--- src/rtl/pattern_scan_arbiter.sv ---
// pattern_scan_arbiter
// Round-robin front end that shares one serial "101" detector among
// NUM_REQ requesters. A granted word is shifted into the detector MSB first,
// detector matches are counted, and the count goes back with the requester
// ID over a valid/ready response.
module pattern_scan_arbiter #(
  parameter int NUM_REQ = 4,
  parameter int WIDTH   = 8,
  parameter int IDW     = $clog2(NUM_REQ),
  parameter int CNTW    = $clog2(WIDTH + 1)
) (
  input  logic                     clock,
  input  logic                     reset,
  input  logic [NUM_REQ-1:0]       req_valid,
  input  logic [NUM_REQ*WIDTH-1:0] req_data,
  output logic [NUM_REQ-1:0]       req_ready,
  output logic                     det_in,
  output logic                     det_clear,
  input  logic                     det_out,
  output logic                     resp_valid,
  input  logic                     resp_ready,
  output logic [IDW-1:0]           resp_id,
  output logic [CNTW-1:0]          resp_count
);

  // Bit-index width. WIDTH is at least 2, so this is never zero.
  localparam int IXW = $clog2(WIDTH);

  typedef enum logic [2:0] {
    IDLE  = 3'd0,
    CLEAR = 3'd1,
    SHIFT = 3'd2,
    DRAIN = 3'd3,
    DONE  = 3'd4
  } state_t;

  state_t            state_reg, state_next;
  logic [IDW-1:0]    rr_ptr_reg, rr_ptr_next;
  logic [IDW-1:0]    id_reg, id_next;
  logic [WIDTH-1:0]  word_reg, word_next;
  logic [IXW-1:0]    idx_reg, idx_next;
  logic [CNTW-1:0]   count_reg, count_next;

  // Arbitration results
  logic              found;
  logic [IDW-1:0]    winner;
  logic [IDW:0]      cand_sum;

  // Unpacked view of the request words
  logic [WIDTH-1:0]  req_word [NUM_REQ];

  generate
    for (genvar gi = 0; gi < NUM_REQ; gi++) begin : g_unpack
      assign req_word[gi] = req_data[gi*WIDTH +: WIDTH];
    end
  endgenerate

  // Round-robin search: first valid requester after rr_ptr, wrapping.
  // rr_ptr + k never exceeds 2*NUM_REQ-1, so one conditional subtract
  // is enough for the modulo.
  always_comb begin
    found    = 1'b0;
    winner   = '0;
    cand_sum = '0;
    for (int k = 1; k <= NUM_REQ; k++) begin
      cand_sum = {1'b0, rr_ptr_reg} + (IDW+1)'(k);
      if (cand_sum >= (IDW+1)'(NUM_REQ)) begin
        cand_sum = cand_sum - (IDW+1)'(NUM_REQ);
      end
      if (!found && req_valid[cand_sum[IDW-1:0]]) begin
        found  = 1'b1;
        winner = cand_sum[IDW-1:0];
      end
    end
  end

  // State and datapath registers; reset aborts any in-flight word.
  always_ff @(posedge clock or posedge reset) begin
    if (reset) begin
      state_reg  <= IDLE;
      rr_ptr_reg <= IDW'(NUM_REQ - 1);
      id_reg     <= '0;
      word_reg   <= '0;
      idx_reg    <= '0;
      count_reg  <= '0;
    end else begin
      state_reg  <= state_next;
      rr_ptr_reg <= rr_ptr_next;
      id_reg     <= id_next;
      word_reg   <= word_next;
      idx_reg    <= idx_next;
      count_reg  <= count_next;
    end
  end

  // Next-state, datapath updates and all outputs.
  always_comb begin
    state_next  = state_reg;
    rr_ptr_next = rr_ptr_reg;
    id_next     = id_reg;
    word_next   = word_reg;
    idx_next    = idx_reg;
    count_next  = count_reg;
    req_ready   = '0;
    det_in      = 1'b0;
    det_clear   = 1'b0;
    resp_valid  = 1'b0;
    resp_id     = '0;
    resp_count  = '0;

    case (state_reg)
      IDLE: begin
        if (found) begin
          // Grant is only offered while the winner is valid, so a grant
          // here is always an accept.
          req_ready   = NUM_REQ'(1) << winner;
          word_next   = req_word[winner];
          id_next     = winner;
          rr_ptr_next = winner;
          count_next  = '0;
          state_next  = CLEAR;
        end
      end

      CLEAR: begin
        det_clear  = 1'b1;
        idx_next   = IXW'(WIDTH - 1);
        state_next = SHIFT;
      end

      SHIFT: begin
        det_in = word_reg[idx_reg];
        // det_out lags its input by one cycle; on the first shift cycle
        // it still shows the cleared state, so it is not counted.
        if (idx_reg != IXW'(WIDTH - 1)) begin
          count_next = count_reg + CNTW'(det_out);
        end
        if (idx_reg == '0) begin
          state_next = DRAIN;
        end else begin
          idx_next = idx_reg - 1'b1;
        end
      end

      DRAIN: begin
        // Pick up the detector result for the final bit.
        count_next = count_reg + CNTW'(det_out);
        state_next = DONE;
      end

      DONE: begin
        resp_valid = 1'b1;
        resp_id    = id_reg;
        resp_count = count_reg;
        if (resp_ready) begin
          state_next = IDLE;
        end
      end

      default: begin
        state_next = IDLE;
      end
    endcase
  end

endmodule

--- config.mk ---
export PLATFORM = sky130hd
export DESIGN_NAME = pattern_scan_arbiter
export DESIGN_NICKNAME = d
export VERILOG_FILES = /design/src/rtl/pattern_scan_arbiter.sv
export SDC_FILE = /design/constraint.sdc
export NUM_CORES = 1
export LEC_CHECK = 0
export ABC_AREA = 1
export CAP_MARGIN = 20
export CORE_ASPECT_RATIO = 1.5
export CORE_MARGIN = 2
export CORE_UTILIZATION = 43
export CTS_CLUSTER_DIAMETER = 80
export CTS_CLUSTER_SIZE = 8
export DETAILED_ROUTE_END_ITERATION = 8
export GPL_ROUTABILITY_DRIVEN = 0
export GPL_TIMING_DRIVEN = 0
export PLACE_DENSITY = 0.81
export SLEW_MARGIN = 20
export SYNTH_ARGS = -nofsm -noshare
export SYNTH_HDL_FRONTEND = slang
export SYNTH_SLANG_ARGS = --single-unit
--- constraint.sdc ---
create_clock -name clock -period 2.1 [get_ports clock]
set_clock_uncertainty 0.05 [all_clocks]
set_input_delay 0.42 -clock clock [delete_from_list [all_inputs] [get_ports clock]]
set_output_delay 0.42 -clock clock [all_outputs]
set_load 0.02 [all_outputs]
Yosys cells after proc, flatten, opt, wreduce, memory -nomap -nowiden
Index checks and enable logic that the tools add are counted.
W data, S select, Z words.
{ "op_classes": {"addsub": 10, "multipliers": 0, "div_mod_pow": 0, "order_cmp": 10, "eq_ne": 10, "shifts": 1, "muxes": 41, "bitwise_logic": 1, "n_reduce_logical": 14} }
{ "op_table": {"columns": ["operator", "count"], "rows": [
  ["$mux W4", 5],
  ["$mux W2", 9],
  ["$bmux W8 S2", 1],
  ["$mux W8", 2],
  ["$ge A3 B3 Y1 const B", 5],
  ["$pmux W3 S5", 1],
  ["$lt A2 B3 Y1 const B", 4],
  ["$mux W1", 12],
  ["$mux W3", 4],
  ["$pmux W4 S3", 1],
  ["$ne A2 B2 Y1 const B", 5],
  ["$bmux W1 S2", 4],
  ["$sub A2 B1 Y2 const B", 4],
  ["$add A2 B2 Y3 const B", 2],
  ["$eq A3 B2 Y1 const B", 2],
  ["$logic_not A3 Y1", 2],
  ["$pmux W3 S2", 1],
  ["$reduce_and A3 Y1", 2],
  ["$add A4 B1 Y4", 1],
  ["$lt A3 B4 Y1 const B", 1],
  ["$reduce_and A2 Y1", 2],
  ["$shl A1 B2 Y4 const A", 1],
  ["$add A2 B1 Y3 const B", 1],
  ["$add A2 B3 Y3 const B", 1],
  ["other kinds (10)", 14]
]} }
{ "word_totals": {"reg_bits": 22, "latch_bits": 0, "ramBits": 0, "romBits": 0, "output_inout_bits": 13, "wordCells": 93, "n_memories": 0} }

Depth between registers and ports, before layout
Gate-level depths: netlist of run 1.
{ "depth": {"word_depth": 19, "depth_mapped": 17} }

Worst setup path after synthesis of run 1
No wires, ideal clock.
{ "synth_timing": {"path_kind": "register to output", "start": "reg rr_ptr_reg[0]", "end": "out req_ready[0]", "t_arrival_ns": 1.967, "required_time_ns": 1.630, "path_slack_ns": -0.337, "path_stages_with_launch": 13, "path_cell_list": "dfstp_2 -> buf_6 -> inv_4 -> nand2_2 -> nand2_2 -> nand2_1 -> nand2_2 -> nor2_8 -> nand3_4 -> nand3_4 -> buf_6 -> inv_1 -> nor3_1"} }
{ "synth_via": {"elab_chain_cells": 18, "elab_cells_between_ends": 41, "cone_classes": "add/sub: 8; order compare: 4; shift: 1; mux: 22; reduce/logical: 6"} }
{ "synth_lines": {"columns": ["element", "line", "source"], "rows": [
  ["from (decl)", "38", "logic [IDW-1:0] rr_ptr_reg, rr_ptr_next;"],
  ["from (signal assigned)", "81", "rr_ptr_reg <= IDW'(NUM_REQ - 1);"],
  ["from (signal assigned)", "88", "rr_ptr_reg <= rr_ptr_next;"],
  ["$add A2 B1 Y3", "66", "cand_sum = {1'b0, rr_ptr_reg} + (IDW+1)'(k);"],
  ["$ge A3 B3 Y1 / $sub A2 B1 Y2 (equally long branches)", "67, 68", null],
  ["$mux W2", "67", "if (cand_sum >= (IDW+1)'(NUM_REQ)) begin"],
  ["$bmux W1 S2", "70", "if (!found && req_valid[cand_sum[IDW-1:0]]) begin"],
  ["$mux W1 (implied by the code)", "70", null],
  ["$mux W1", "70", null],
  ["$logic_not A1 Y1", "70", null],
  ["$logic_and A1 B1 Y1", "70", null],
  ["[2 not listed]", null, null],
  ["$logic_and A1 B1 Y1", "70", null],
  ["$mux W1", "70", null],
  ["$logic_not A1 Y1", "70", null],
  ["$logic_and A1 B1 Y1", "70", null],
  ["$mux W2", "70", null],
  ["$shl A1 B2 Y4", "116", "req_ready = NUM_REQ'(1) << winner;"],
  ["$mux W4 (*)", "113", "if (found) begin"],
  ["$mux W4 (*)", "111", "case (state_reg)"],
  ["to (decl)", "16", "output logic [NUM_REQ-1:0] req_ready,"]
]} }
Mark *: on every way between the ends. The rest lies on a longest branch, timed or not. The select of a mux whose other input is x is not followed.

Worst setup path in the final report of run 1
{ "layout_timing": {"start": "in req_valid[1]", "end": "out req_ready[0]"} }
{ "layout_via": {"elab_chain_cells": 15, "elab_cells_between_ends": 25, "cone_classes": "shift: 1; mux: 18; reduce/logical: 6"} }
{ "layout_lines": {"columns": ["element", "line", "source"], "rows": [
  ["from (decl)", "14", "input logic [NUM_REQ-1:0] req_valid,"],
  ["$bmux W1 S2", "70", null],
  ["$mux W1 (implied by the code)", "70", null],
  ["$mux W1", "70", null],
  ["$logic_not A1 Y1", "70", null],
  ["$logic_and A1 B1 Y1", "70", null],
  ["$mux W1", "70", null],
  ["$logic_not A1 Y1", "70", null],
  ["$logic_and A1 B1 Y1", "70", null],
  ["$mux W1", "70", null],
  ["$logic_not A1 Y1", "70", null],
  ["$logic_and A1 B1 Y1", "70", null],
  ["$mux W2", "70", null],
  ["$shl A1 B2 Y4", "116", null],
  ["$mux W4 (*)", "113", null],
  ["$mux W4 (*)", "111", null]
]} }
Marked as above.

==> impl_metrics.py, run 1 <==
metrics = {
    "status": {
        "outcome": "finished with violations",
        "violations": "negative setup slack",
    },
    "drt": {
        "wl_per_cell_microns": 12.9,
        "antenna_left": 0,
        "vias": 2015,
        "via_per_inst": 5.15,
        "drtIter0Drc": 67,
        "finalWirelength_microns": 5040,
        "drcViolationCount": 0,
        "firstDrtPassIters": 4,
    },
    "worst_setup_path": {
        "path_class": "in -> out",
        "worst_ep_required_time_ns": 1.63,
        "r2r_end": "word_reg[0]",
        "critPathCaptureType": "output pin",
        "r2r-start": "rr_ptr_reg[0]",
        "setup.worst_path.start": "req_valid[1]",
        "arrival_ns": 2.22,
        "r2r_slack_ns": -0.14,
        "startpoint_type": "input port",
        "r2r_cells": 16,
        "worstSetupEndpoint": "req_ready[0]",
        "path_max_fanout": 4,
    },
    "final_layout": {
        "largest_reg_flops": 8,
        "n_fill_cell": 321,
        "nets": 392,
        "drive_above_1_share": 0.251,
        "final_common_cell": "nand2_1",
        "syn_to_final_growth_pct": 58.1,
        "antenna_cells": 0,
        "layout_common_cells": "nand2_1 (96), clkdlybuf4s50_1 (39), nand3_1 (27)",
        "final_cells": 391,
    },
    "placement": {
        "dp.cells": 370,
        "dp_hpwl_microns": 3200,
        "preCtsSetupSlack_ns": -1.08,
        "io_buffers": 52,
    },
    "power": {
        "p_per_area_nw_per_um2": 1880,
        "vdd_drop_max_uv": 2060,
        "p_leak_nw": 1.46,
    },
    "min_path": {
        "min_path_type": "reg -> reg",
        "hold_start": "word_reg[3]",
    },
    "synthesis": {
        "syn_inst": 273,
        "synthMuxAreaShare": 0,
        "synth_area_leaders": "dfrtp_1 (29%), nand2_1 (24%), nand3_1 (8.7%), inv_1 (5.4%), nor2_1 (5.2%)",
        "ys_warn_count": 0,
        "synth.avg_cell_area_sq_um": 6.35,
        "synth_top_family_by_area": "simple AND/OR/NAND/NOR gates",
        "synthXorXnorAreaFrac": 0.0101,
        "syn_area_sq_um": 1730,
        "yosys.area.top_type": "dfrtp_1",
        "synth_compound_gate_area_share": 0.0650,
        "synth-adder-area-share": 0.0361,
        "synth.distinct_cells": 26,
        "ys_ff_latch": 22,
        "yosys.area_share.simple": 0.477,
        "synth_top_area_frac": 0.289,
        "ys_seq_area_frac": 0.319,
        "synth_nets": 318,
    },
    "flow_run": {
        "cap_violations": 0,
    },
    "global_route": {
        "grt_pass1_wl_microns": 7520,
        "gr-total-overflow": 0,
        "track_usage": 0.204,
        "antenna_found_initial": 0,
        "grt_pass1_vias": 1741,
        "grt_max_degree": 23,
    },
    "clocking": {
        "numCtsBuffers": 3,
        "clockRootBuffer": "clkbuf_8",
        "h-tree-depth": 1,
        "cts_sinks": 22,
        "cts_tree": "done",
        "clock_latency_ns": 0.27,
        "clk_pin_slew_ns": 0.08,
        "cts_buffer_depth": 2,
    },
    "floorplanning": {
        "core_sq_um": 3920,
        "die_y_microns": 81.8,
        "initial_core_util": 0.442,
        "die_area_sq_um": 4560,
        "rows": 28,
        "die_w_microns": 55.8,
        "io_pins": 53,
    },
    "sta": {
        "tightest_slew_ns": 0.824,
        "worst_slack_ns": -0.587,
        "rsz0062_at_grt": "true",
        "max_slew_margin": 0.450,
        "max_freq_mhz": 372,
        "timing.final.crit_share": 1.28,
        "min_period_ns": 2.69,
        "hold_viol": 0,
        "finalSetupViolCount": 12,
        "slew_violations": 0,
    },
}
## area by class of cell
cell class                 instances  area, sq um  area share
timing repair buffer              70          689       0.252
sequential                        22          553       0.202
inverter                          30          123      0.0447
buffer                             5         61.3      0.0224
clock buffer                       4         45.0      0.0164
tap                               45         56.3      0.0205
multi-input combinational        215         1210       0.442
## cells by family after synthesis
logic type | count (synthesis)
AO/OA/AOI/OAI | 21
flip-flops | 22
adder cells (fa/ha/maj) | 5
XOR/XNOR | 2
buffers and inverters | 36
AND/OR/NAND/NOR | 187
## metrics by stage
step | TNS (ns) | instance area (sq um) | utilization | power, mW | hold WS (ns)
CTS | -2.20 | 2580 | 0.659 | 4.68 | 0.432
finish | -3.06 | 2740 | 0.698 | 5.14 | 0.428
detailed placement | -7.69 | 2370 | 0.605 | 3.80 | 0.411
floorplan | -0.295 | 1800 | - | 3.12 | 0.358
global placement | -6.80 | 2370 | 0.605 | 3.74 | 0.408
global route | -4.45 | 2740 | 0.698 | 5.59 | 0.460
## cell usage after synthesis
cell,number
nand2_2,10
inv_4,1
o31ai_1,1
ha_1,5
buf_4,1
nand2_1,113
inv_2,4
dfstp_2,2
nor3_1,3
o21ai_0,12
or2_2,1
o22ai_1,1
buf_2,3
nand3_1,30
buf_6,2
nand3_4,2
dfrtp_1,20
nand4_1,2
o21ai_1,1
nor2_8,1
nor2_1,24
xor2_1,2
inv_1,25
a21oi_1,3
a31oi_1,3
nand2_4,1
## worst min-delay path by stage
stage | to | depth (start not counted)
after global placement | word_reg[3] | 2
after CTS | word_reg[3] | 2
final | word_reg[3] | 2
after global routing | word_reg[1] | 2
after floorplan | count_reg[0] | 1
after detailed placement | word_reg[3] | 2
## where the power goes
part	internal, mW	total, mW	switching, mW
logic	1.71	4.11	2.40
clock network	0.136	0.276	0.140
registers	0.612	0.754	0.142
## critical path: stages
cell and delay, ns:
clkdlybuf4s50_1 0.52, inv_1 0.07, nand2_1 0.11, nand3_2 0.11
nand2_4 0.11, nor2_8 0.06, nand4_1 0.10, nand3_2 0.12
buf_8 0.15, buf_12 0.12, nor3_4 0.18, buf_6 0.14
## routing by layer
metal | routed length [microns] | share of wire | vias up | GRT usage
met3 | 202 | 0.040 | 11 | 0.0110
met5 | 0 | 0 | - | 0
met4 | 114 | 0.023 | 0 | 0.0810
met2 | 2720 | 0.54 | 67 | 0.399
li1 | - | - | 1003 | -
met1 | 2010 | 0.40 | 934 | 0.232
## repair_timing
action	4_1_cts	5_1_grt
setup buffers	10	9
hold buffers	0	0
gates cloned	1	0
setup endpoints to repair	24	23
pin swaps	5	16
gates resized for setup	51	31
Power figures use the tool's default switching activity.
==> run 2, diff against run 1 <==
Settings changed: CORE_UTILIZATION 43 to 47, PLACE_DENSITY 0.81 to 0.84.
Clock period 2.1 ns to 2.6 ns, I/O delays scaled along.
==> run 2 against run 1 <==
  * The run still ends with negative setup slack left
  * Sequential power decreased by 22%
  * Sequential share of layout area increased by 0.68 points
  * Cell count decreased by 0.26%
  * Core utilization increased by 3.5 points
  * Die area decreased by 8.0%
==> impl_metrics.py, run 2 (synthesis results as in run 1) <==
metrics = {
    "status": {
        "outcome": "finished with violations",
        "violations": "negative setup slack",
    },
    "clocking": {
        "postCtsHoldBufs": 0,
        "cts_buffer_depth": 2,
        "cts_sinks": 22,
        "clock_latency_ns": 0.26,
        "clockRootBuffer": "clkbuf_8",
        "clk_pin_slew_ns": 0.08,
        "h-tree-depth": 1,
        "numCtsBuffers": 3,
        "cts_tree": "done",
    },
    "placement": {
        "io_buffers": 52,
        "dp_hpwl_microns": 3240,
        "preCtsSetupSlack_ns": -0.772,
    },
    "floorplanning": {
        "core_sq_um": 3610,
        "die_w_microns": 53.6,
        "rows": 27,
        "io_pins": 53,
        "die_y_microns": 78.4,
        "initial_core_util": 0.479,
        "die_area_sq_um": 4200,
    },
    "global_route": {
        "track_usage": 0.240,
        "met2_usage": 0.427,
        "use_met1": 0.290,
        "gr-total-overflow": 0,
        "grt-busiest-layer": "met2",
        "grt_pass1_wl_microns": 7890,
        "antenna_found_initial": 0,
        "grt_max_degree": 23,
        "met3_usage": 0.0133,
        "grt_pass1_vias": 1971,
    },
    "flow_run": {
        "cap_violations": 0,
    },
    "final_layout": {
        "largest_reg_flops": 8,
        "final_common_cell": "nand2_1",
        "antenna_cells": 0,
        "layout_common_cells": "nand2_1 (100), clkdlybuf4s50_1 (43), nand3_1 (28)",
        "drive_above_1_share": 0.210,
        "nets": 393,
        "fin_util": 0.733,
        "syn_to_final_growth_pct": 53.0,
        "n_fill_cell": 267,
    },
    "sta": {
        "hold_viol": 0,
        "max_slew_margin": 0.450,
        "rsz0062_at_grt": "true",
        "finalSetupViolCount": 4,
        "worst_slack_ns": -0.184,
        "timing.final.crit_share": 1.07,
        "min_period_ns": 2.78,
        "slew_violations": 0,
        "tightest_slew_ns": 0.824,
        "max_freq_mhz": 359,
    },
    "drt": {
        "antenna_left": 0,
        "wl_per_cell_microns": 13.3,
        "drcViolationCount": 0,
        "via_per_inst": 5.22,
        "finalWirelength_microns": 5180,
        "drtIter0Drc": 67,
        "firstDrtPassIters": 4,
        "vias": 2035,
    },
    "worst_setup_path": {
        "startpoint_type": "flip-flop",
        "critPathCaptureType": "output pin",
        "path_max_fanout": 8,
        "arrival_ns": 2.21,
        "path_class": "reg -> out",
        "crit_top_cell": "nand2_2",
        "worst_ep_required_time_ns": 2.03,
        "path_cells": "buf_6 > inv_8 > nand2_2 > nand2_2 > nand2_2 > inv_1 > a31oi_1 > nand3_2 > buf_6 > nor3_2 > buf_4",
        "r2r_slack_ns": 0.25,
        "r2r_cells": 18,
        "r2r_end": "word_reg[0]",
        "critical_path.max_stage_delay_ns": 0.55,
        "r2r-start": "rr_ptr_reg[0]",
        "setup.worst_path.start": "rr_ptr_reg[0]",
        "cpMaxStageDelayCell": "dfstp_2",
    },
    "min_path": {
        "min_path_type": "reg -> reg",
        "holdPathStages": 2,
        "hold_end": "word_reg[5]",
        "hold_start": "word_reg[5]",
    },
    "power": {
        "power_mw": 3.92,
        "vdd_drop_max_uv": 1520,
        "p_per_area_nw_per_um2": 1480,
        "p_leak_nw": 1.39,
    },
}
-- run 2: worst max path at each step --
| stage | to | slack [ns] | cells after the start |
|---|---|---|---|
| 2_1_floorplan | req_ready[0] | 0.06 | 12 |
| 3_3_place_gp | req_ready[3] | -0.71 | 12 |
| 3_5_place_dp | req_ready[0] | -0.77 | 10 |
| 4_1_cts | req_ready[3] | -0.04 | 13 |
| 5_1_grt | req_ready[0] | -0.24 | 11 |
| 6_report | req_ready[0] | -0.18 | 11 |
-- run 2: stage by stage --
stage          setup TNS (ns)  std cells  hold WS (ns)  area (sq um)
2_1_floorplan               0        273         0.394          1730
3_3_place_gp            -2.79        368         0.408          2310
3_5_place_dp            -2.93        368         0.410          2310
4_1_cts               -0.0972        385         0.430          2520
5_1_grt                -0.831        390         0.450          2650
6_report               -0.537        390         0.427          2650
-- run 2: cell type report --
type | instances | area, sq um | share of cell area
Buffer | 5 | 43.8 | 0.0165
Clock buffer | 4 | 55.1 | 0.0208
Inverter | 30 | 125 | 0.0472
Multi-Input combinational cell | 215 | 1170 | 0.440
Sequential cell | 22 | 553 | 0.209
Tap cell | 43 | 53.8 | 0.0203
Timing Repair Buffer | 71 | 654 | 0.247
-- run 2: critical path: cells and delay by family (launching register included) --
kind                   cells  cell delay, ns
buffers and inverters      5            0.58
flip-flops                 1            0.55
AO/OA/AOI/OAI              1            0.27
AND/OR/NAND/NOR            5            0.53
-- run 2: power breakdown --
group          internal, mW  switching [mW]  leakage [nW]  total [mW]
combinational          1.22            1.87          1.09        3.09
clock                 0.135           0.110        0.0288       0.245
sequential            0.494          0.0957         0.269       0.589
-- run 2: timing repair --
| action | in CTS | in global routing |
|---|---|---|
| setup buffers | 13 | 5 |
| cloned | 1 | 0 |
| setup endpoints to repair | 5 | 4 |
| gates resized for setup | 50 | 21 |
| endpoints found under the hold margin | 0 | 0 |
| pin swaps | 17 | 10 |
-- run 2: metal layers --
layer  share of wire  vias to the layer above  wire, microns
li1                -                     1009              -
met1            0.39                      935           2000
met2            0.55                       78           2860
met3           0.036                       13            188
met4           0.025                        0            130
met5               0                        -              0
==> run 3, diff against run 2 <==
Settings changed: PLACE_DENSITY 0.84 to 0.81.
==> run 3 against run 2 <==
  * The flow still finishes with violations (negative setup slack)
  * Cell area is 4.2% higher
  * Core utilization is 3.1 points higher
  * Clock power hardly changed
  * Setup slack better by 0.033 ns
  * Critical endpoint is now req_ready[3]
  * Largest cell class unchanged
  * Largest power group unchanged
  * Highest routed layer unchanged
==> impl_metrics.py, run 3 (synthesis results as in run 1) <==
metrics = {
    "worst_setup_path": {
        "r2r_slack_ns": 0.23,
        "path_max_fanout": 8,
        "arrival_ns": 2.18,
        "cpMaxStageDelayCell": "dfstp_2",
        "worst_ep_required_time_ns": 2.03,
        "path_delay_family": "simple AND/OR/NAND/NOR gates",
        "critPathCaptureType": "output pin",
        "path_cells": "buf_8 > clkinv_8 > nand2_4 > nand2_4 > nand2_4 > nand2_4 > nor2_8 > nand4_1 > nand3_2 > buf_6 > nand2_8 > a21oi_2 > buf_4",
        "cp.buffers_inverters": 4,
        "crit_top_cell": "nand2_4",
        "path_class": "reg -> out",
        "critical_path.max_stage_delay_ns": 0.54,
        "startpoint_type": "flip-flop",
    },
    "final_layout": {
        "largest_reg_flops": 8,
        "syn_to_final_growth_pct": 59.4,
        "antenna_cells": 0,
        "nets": 400,
        "drive_above_1_share": 0.240,
        "layout_common_cells": "nand2_1 (99), clkdlybuf4s50_1 (43), nand3_1 (26), buf_4 (26), inv_1 (24)",
        "final_common_cell": "nand2_1",
    },
    "clocking": {
        "numCtsBuffers": 3,
        "cts_tree": "done",
        "clockRootBuffer": "clkbuf_8",
        "clock_latency_ns": 0.27,
        "clk_pin_slew_ns": 0.08,
        "cts_buffer_depth": 2,
        "postCtsHoldBufs": 0,
        "h-tree-depth": 1,
        "cts_sinks": 22,
    },
    "status": {
        "outcome": "finished with violations",
        "violations": "negative setup slack",
    },
    "power": {
        "power_mw": 4.19,
        "pwr-share-seq": 0.141,
        "p_sw_frac": 0.534,
        "p_per_area_nw_per_um2": 1520,
        "p_int_mw": 1.95,
        "vdd_drop_max_uv": 1700,
        "clkPwrFrac": 0.059,
        "p_comb_frac": 0.799,
        "p_leak_nw": 1.44,
        "netSwitchingPower_mw": 2.23,
    },
    "drt": {
        "drtIter0Drc": 95,
        "vias": 2082,
        "antenna_left": 0,
        "via_per_inst": 5.24,
        "finalWirelength_microns": 5450,
        "drcViolationCount": 0,
        "wl_per_cell_microns": 13.7,
        "firstDrtPassIters": 4,
    },
    "sta": {
        "finalSetupViolCount": 4,
        "max_freq_mhz": 364,
        "slew_violations": 0,
        "worst_slack_ns": -0.151,
        "min_period_ns": 2.75,
        "rsz0062_at_grt": "true",
        "tightest_slew_ns": 0.807,
        "hold_viol": 0,
        "timing.final.crit_share": 1.06,
        "max_slew_margin": 0.461,
    },
    "floorplanning": {
        "die_area_sq_um": 4200,
        "die_y_microns": 78.4,
        "initial_core_util": 0.479,
        "die_w_microns": 53.6,
        "rows": 27,
        "io_pins": 53,
        "core_sq_um": 3610,
    },
    "global_route": {
        "track_usage": 0.221,
        "grt_pass1_wl_microns": 7380,
        "grt_pass1_vias": 1830,
        "antenna_found_initial": 0,
        "grt_max_degree": 23,
        "gr-total-overflow": 0,
    },
    "placement": {
        "io_buffers": 52,
        "dp_hpwl_microns": 3200,
        "preCtsSetupSlack_ns": -0.740,
    },
    "flow_run": {
        "cap_violations": 0,
    },
    "min_path": {
        "min_path_type": "reg -> reg",
    },
}
run 3: worst min-delay path, stage by stage (launching register included):
cell     delay (ns)
dfrtp_1        0.34
nand2_1        0.06
nand2_1        0.05
run 3: path summary, 6_finish.rpt:
check                               from           end  cells past startpoint
setup / recovery           rr_ptr_reg[0]  req_ready[3]                     13
hold / removal               word_reg[1]   word_reg[1]                      2
setup reg to reg           rr_ptr_reg[0]   word_reg[0]                     16
hold reg to reg              word_reg[1]   word_reg[1]                      2
max in group asynchronous          reset     id_reg[0]                      2
min in group asynchronous          reset   word_reg[5]                      2
run 3: layout make-up:
| class | instances | area, sq um |
|---|---|---|
| fillers | 253 | 852 |
| flip-flops and latches | 22 | 553 |
| well taps | 43 | 53.8 |
| plain buffers | 5 | 47.5 |
| inverters | 30 | 133 |
| multi-input cells | 215 | 1210 |
| clock buffers | 4 | 55.1 |
| repair buffers | 78 | 714 |
run 3: what timing repair did:
item                                    4_1_cts  5_1_grt
endpoints found under the setup margin        5        4
pin swaps                                    14       16
buffers inserted                             11       15
gates resized for setup                      47       40
run 3: power by group through the flow:
stage	combinational, mW	sequential [mW]	clock, mW
after detailed placement	2.28	0.599	0
after CTS	2.65	0.592	0.248
final	3.35	0.592	0.248
after floorplan	1.77	0.570	0
after global routing	3.65	0.608	0.263
after global placement	2.24	0.591	0
run 3: metrics by stage:
stage                     hold WS [ns]  cell area (sq um)  setup TNS, ns   util  instances
after floorplan                  0.394               1730              0      -        273
after global placement           0.409               2310          -2.81  0.638        368
after detailed placement         0.410               2310          -2.85  0.638        368
after CTS                        0.431               2490        -0.0911  0.690        382
after global routing             0.471               2760         -0.873  0.764        397
final                            0.432               2760         -0.514  0.764        397
run 3: per-layer routing:
metal | GRT usage | share of wire | vias to the layer above
li1 | - | - | 1024
met1 | 0.278 | 0.37 | 937
met2 | 0.393 | 0.54 | 96
met3 | 0.00760 | 0.054 | 25
met4 | 0.0718 | 0.040 | 0
met5 | 0 | 0 | -
==> RTL edit, RTL diff (config.mk and constraints of run 3) <==
The parameter `WIDTH` goes from 8 to 4.
--- a/src/rtl/pattern_scan_arbiter.sv
+++ b/src/rtl/pattern_scan_arbiter.sv
@@ -7,3 +7,3 @@
   parameter int NUM_REQ = 4,
-  parameter int WIDTH   = 8,
+  parameter int WIDTH   = 4,
   parameter int IDW     = $clog2(NUM_REQ),
Ports: changed (resized req_data and resp_count); port bits go from 53 to 36. The function was not compared with the original's and may differ.
==> RTL edit against run 3 <==
  * The run still ends with negative setup slack left
  * Setup slack better by 0.093 ns
  * Critical path depth stayed put
  * Clock power is 9.3% lower
  * Routed wire length is 40% lower
  * Synthesized area is 27% lower
  * Via count is 33% lower
  * Cell area is 29% lower
  * Core utilization is 1.2 points lower
  * Sequential cell count is 6 lower
  * Cell count is 29% lower
  * Power is 26% lower
  * First-iteration DRC count is 75% lower
  * Synthesized cell count is 29% lower
  * Critical endpoint is now req_ready[1]
==> RTL edit: results (changes against run 3) <==
run status: complete, but fails checks
failing checks: negative setup slack
Synth Net Count: 221 (-31%)
most common library cells after synthesis: nand2_1, inv_1, nor2_1, nand2_2
final setup violation count: 4 (unchanged)
Pleak: 0.9973 nW (-31%)
Worst Slack Setup Final: -0.05815 ns (+0.09255 ns)
number of vias after detailed routing: 1,393 (-33%)
vias in the first global route: 1,241 (-32%)
critical-path maximum fanout: 6 (-2)
IR drop worst, VDD: 0.001224 V (-28%)
arrival time of the worst setup path: 2.09 ns (-0.09 ns)
count of routing violations after the opening detailed-route iteration: 24 (-75%)
top cells by area in the synthesized netlist: dfrtp_1, nand2_1, nand2_2
Synth Area in XOR/XNOR: 0.6910% (-0.32 points)
half-perimeter wire length after detailed placement: 2.090 mm (-35%)
number of flip-flops in the largest register: 4 (-4)
placed insts: 265 (-28%)
worst rel slew slack: 60.57% (+14 points)
Syn Area/Cell: 6.567 sq um (+3.5%)
adder and majority gate portion of the synthesized area: 3.949% (+0.34 points)
# port buffers: 35 (-33%)
post-synthesis sequential area ratio: 31.79% (-0.13 points)
overall track demand over capacity in global routing: 21.67% (-0.47 points)
maximum number of pins on one net before global-route repair: 17 (-26%)
==> RTL edit: final cells by class <==
cell class,count,area [sq um]
multi-input combinational,152,883.3
fill,192,648.1
timing repair buffer,51,486.7
sequential,16,402.9
inverter,23,96.34
clock buffer,4,55.05
tap,37,46.29
==> RTL edit: path summary, 6_finish.rpt <==
path / slack, ns / cells past startpoint / from / to
setup / recovery: -0.06 / 13 / rr_ptr_reg[0] / req_ready[1]
hold / removal: 0.44 / 2 / word_reg[0] / word_reg[0]
setup reg to reg: 0.44 / 16 / rr_ptr_reg[0] / word_reg[1]
hold reg to reg: 0.44 / 2 / word_reg[0] / word_reg[0]
max in group asynchronous: 1.54 / 2 / reset / word_reg[0]
min in group asynchronous: 0.57 / 2 / reset / count_reg[1]
==> RTL edit: logic make-up after synthesis <==
kind of cell | count (synthesis)
XOR/XNOR | 1
flip-flops | 16
buffers and inverters | 25
AND/OR/NAND/NOR | 132
AO/OA/AOI/OAI | 15
adder cells (fa/ha/maj) | 4
==> RTL edit: what timing repair did <==
item | in CTS | in global routing
setup endpoints to repair | 4 | 5
buffers inserted | 10 | 6
pin swaps | 13 | 11
resized for setup | 48 | 23
hold buffers | 0 | 0
==> RTL edit: per-layer routing <==
metal	wire length (um)	track usage, %
met1	1291	26.36
met2	1778	35.42
met3	114	3.476
met4	93	11.43
met5	0	0
==> RTL edit: worst max-delay path, cell delays in order (launching register included) <==
cell,delay (ns)
dfstp_2,0.57
buf_6,0.14
nand2_2,0.05
nand2_2,0.09
nand2_2,0.08
nand2_4,0.09
nor2_4,0.05
nand2_2,0.08
nor2_4,0.04
inv_2,0.07
nand2_4,0.07
buf_6,0.16
nor3_4,0.20
buf_6,0.15
==> RTL edit: power breakdown <==
group	internal (mW)	switching, mW
Sequential	0.376	0.0839
Combinational	1.01	1.42
Clock	0.135	0.0900
Total	1.52	1.59
==> RTL edit: stage by stage <==
step           instance area (sq um)  setup WS [ns]  hold slack, ns  util (%)
4_1_cts                         1839      -0.007770          0.4268     70.23
5_1_grt                         1971        -0.1623          0.4620     75.25
2_1_floorplan                   1267        0.04209          0.3823         -
3_3_place_gp                    1664        -0.7893          0.4113     63.55
3_5_place_dp                    1664        -0.7675          0.4101     63.55
6_report                        1971       -0.05815          0.4356     75.25
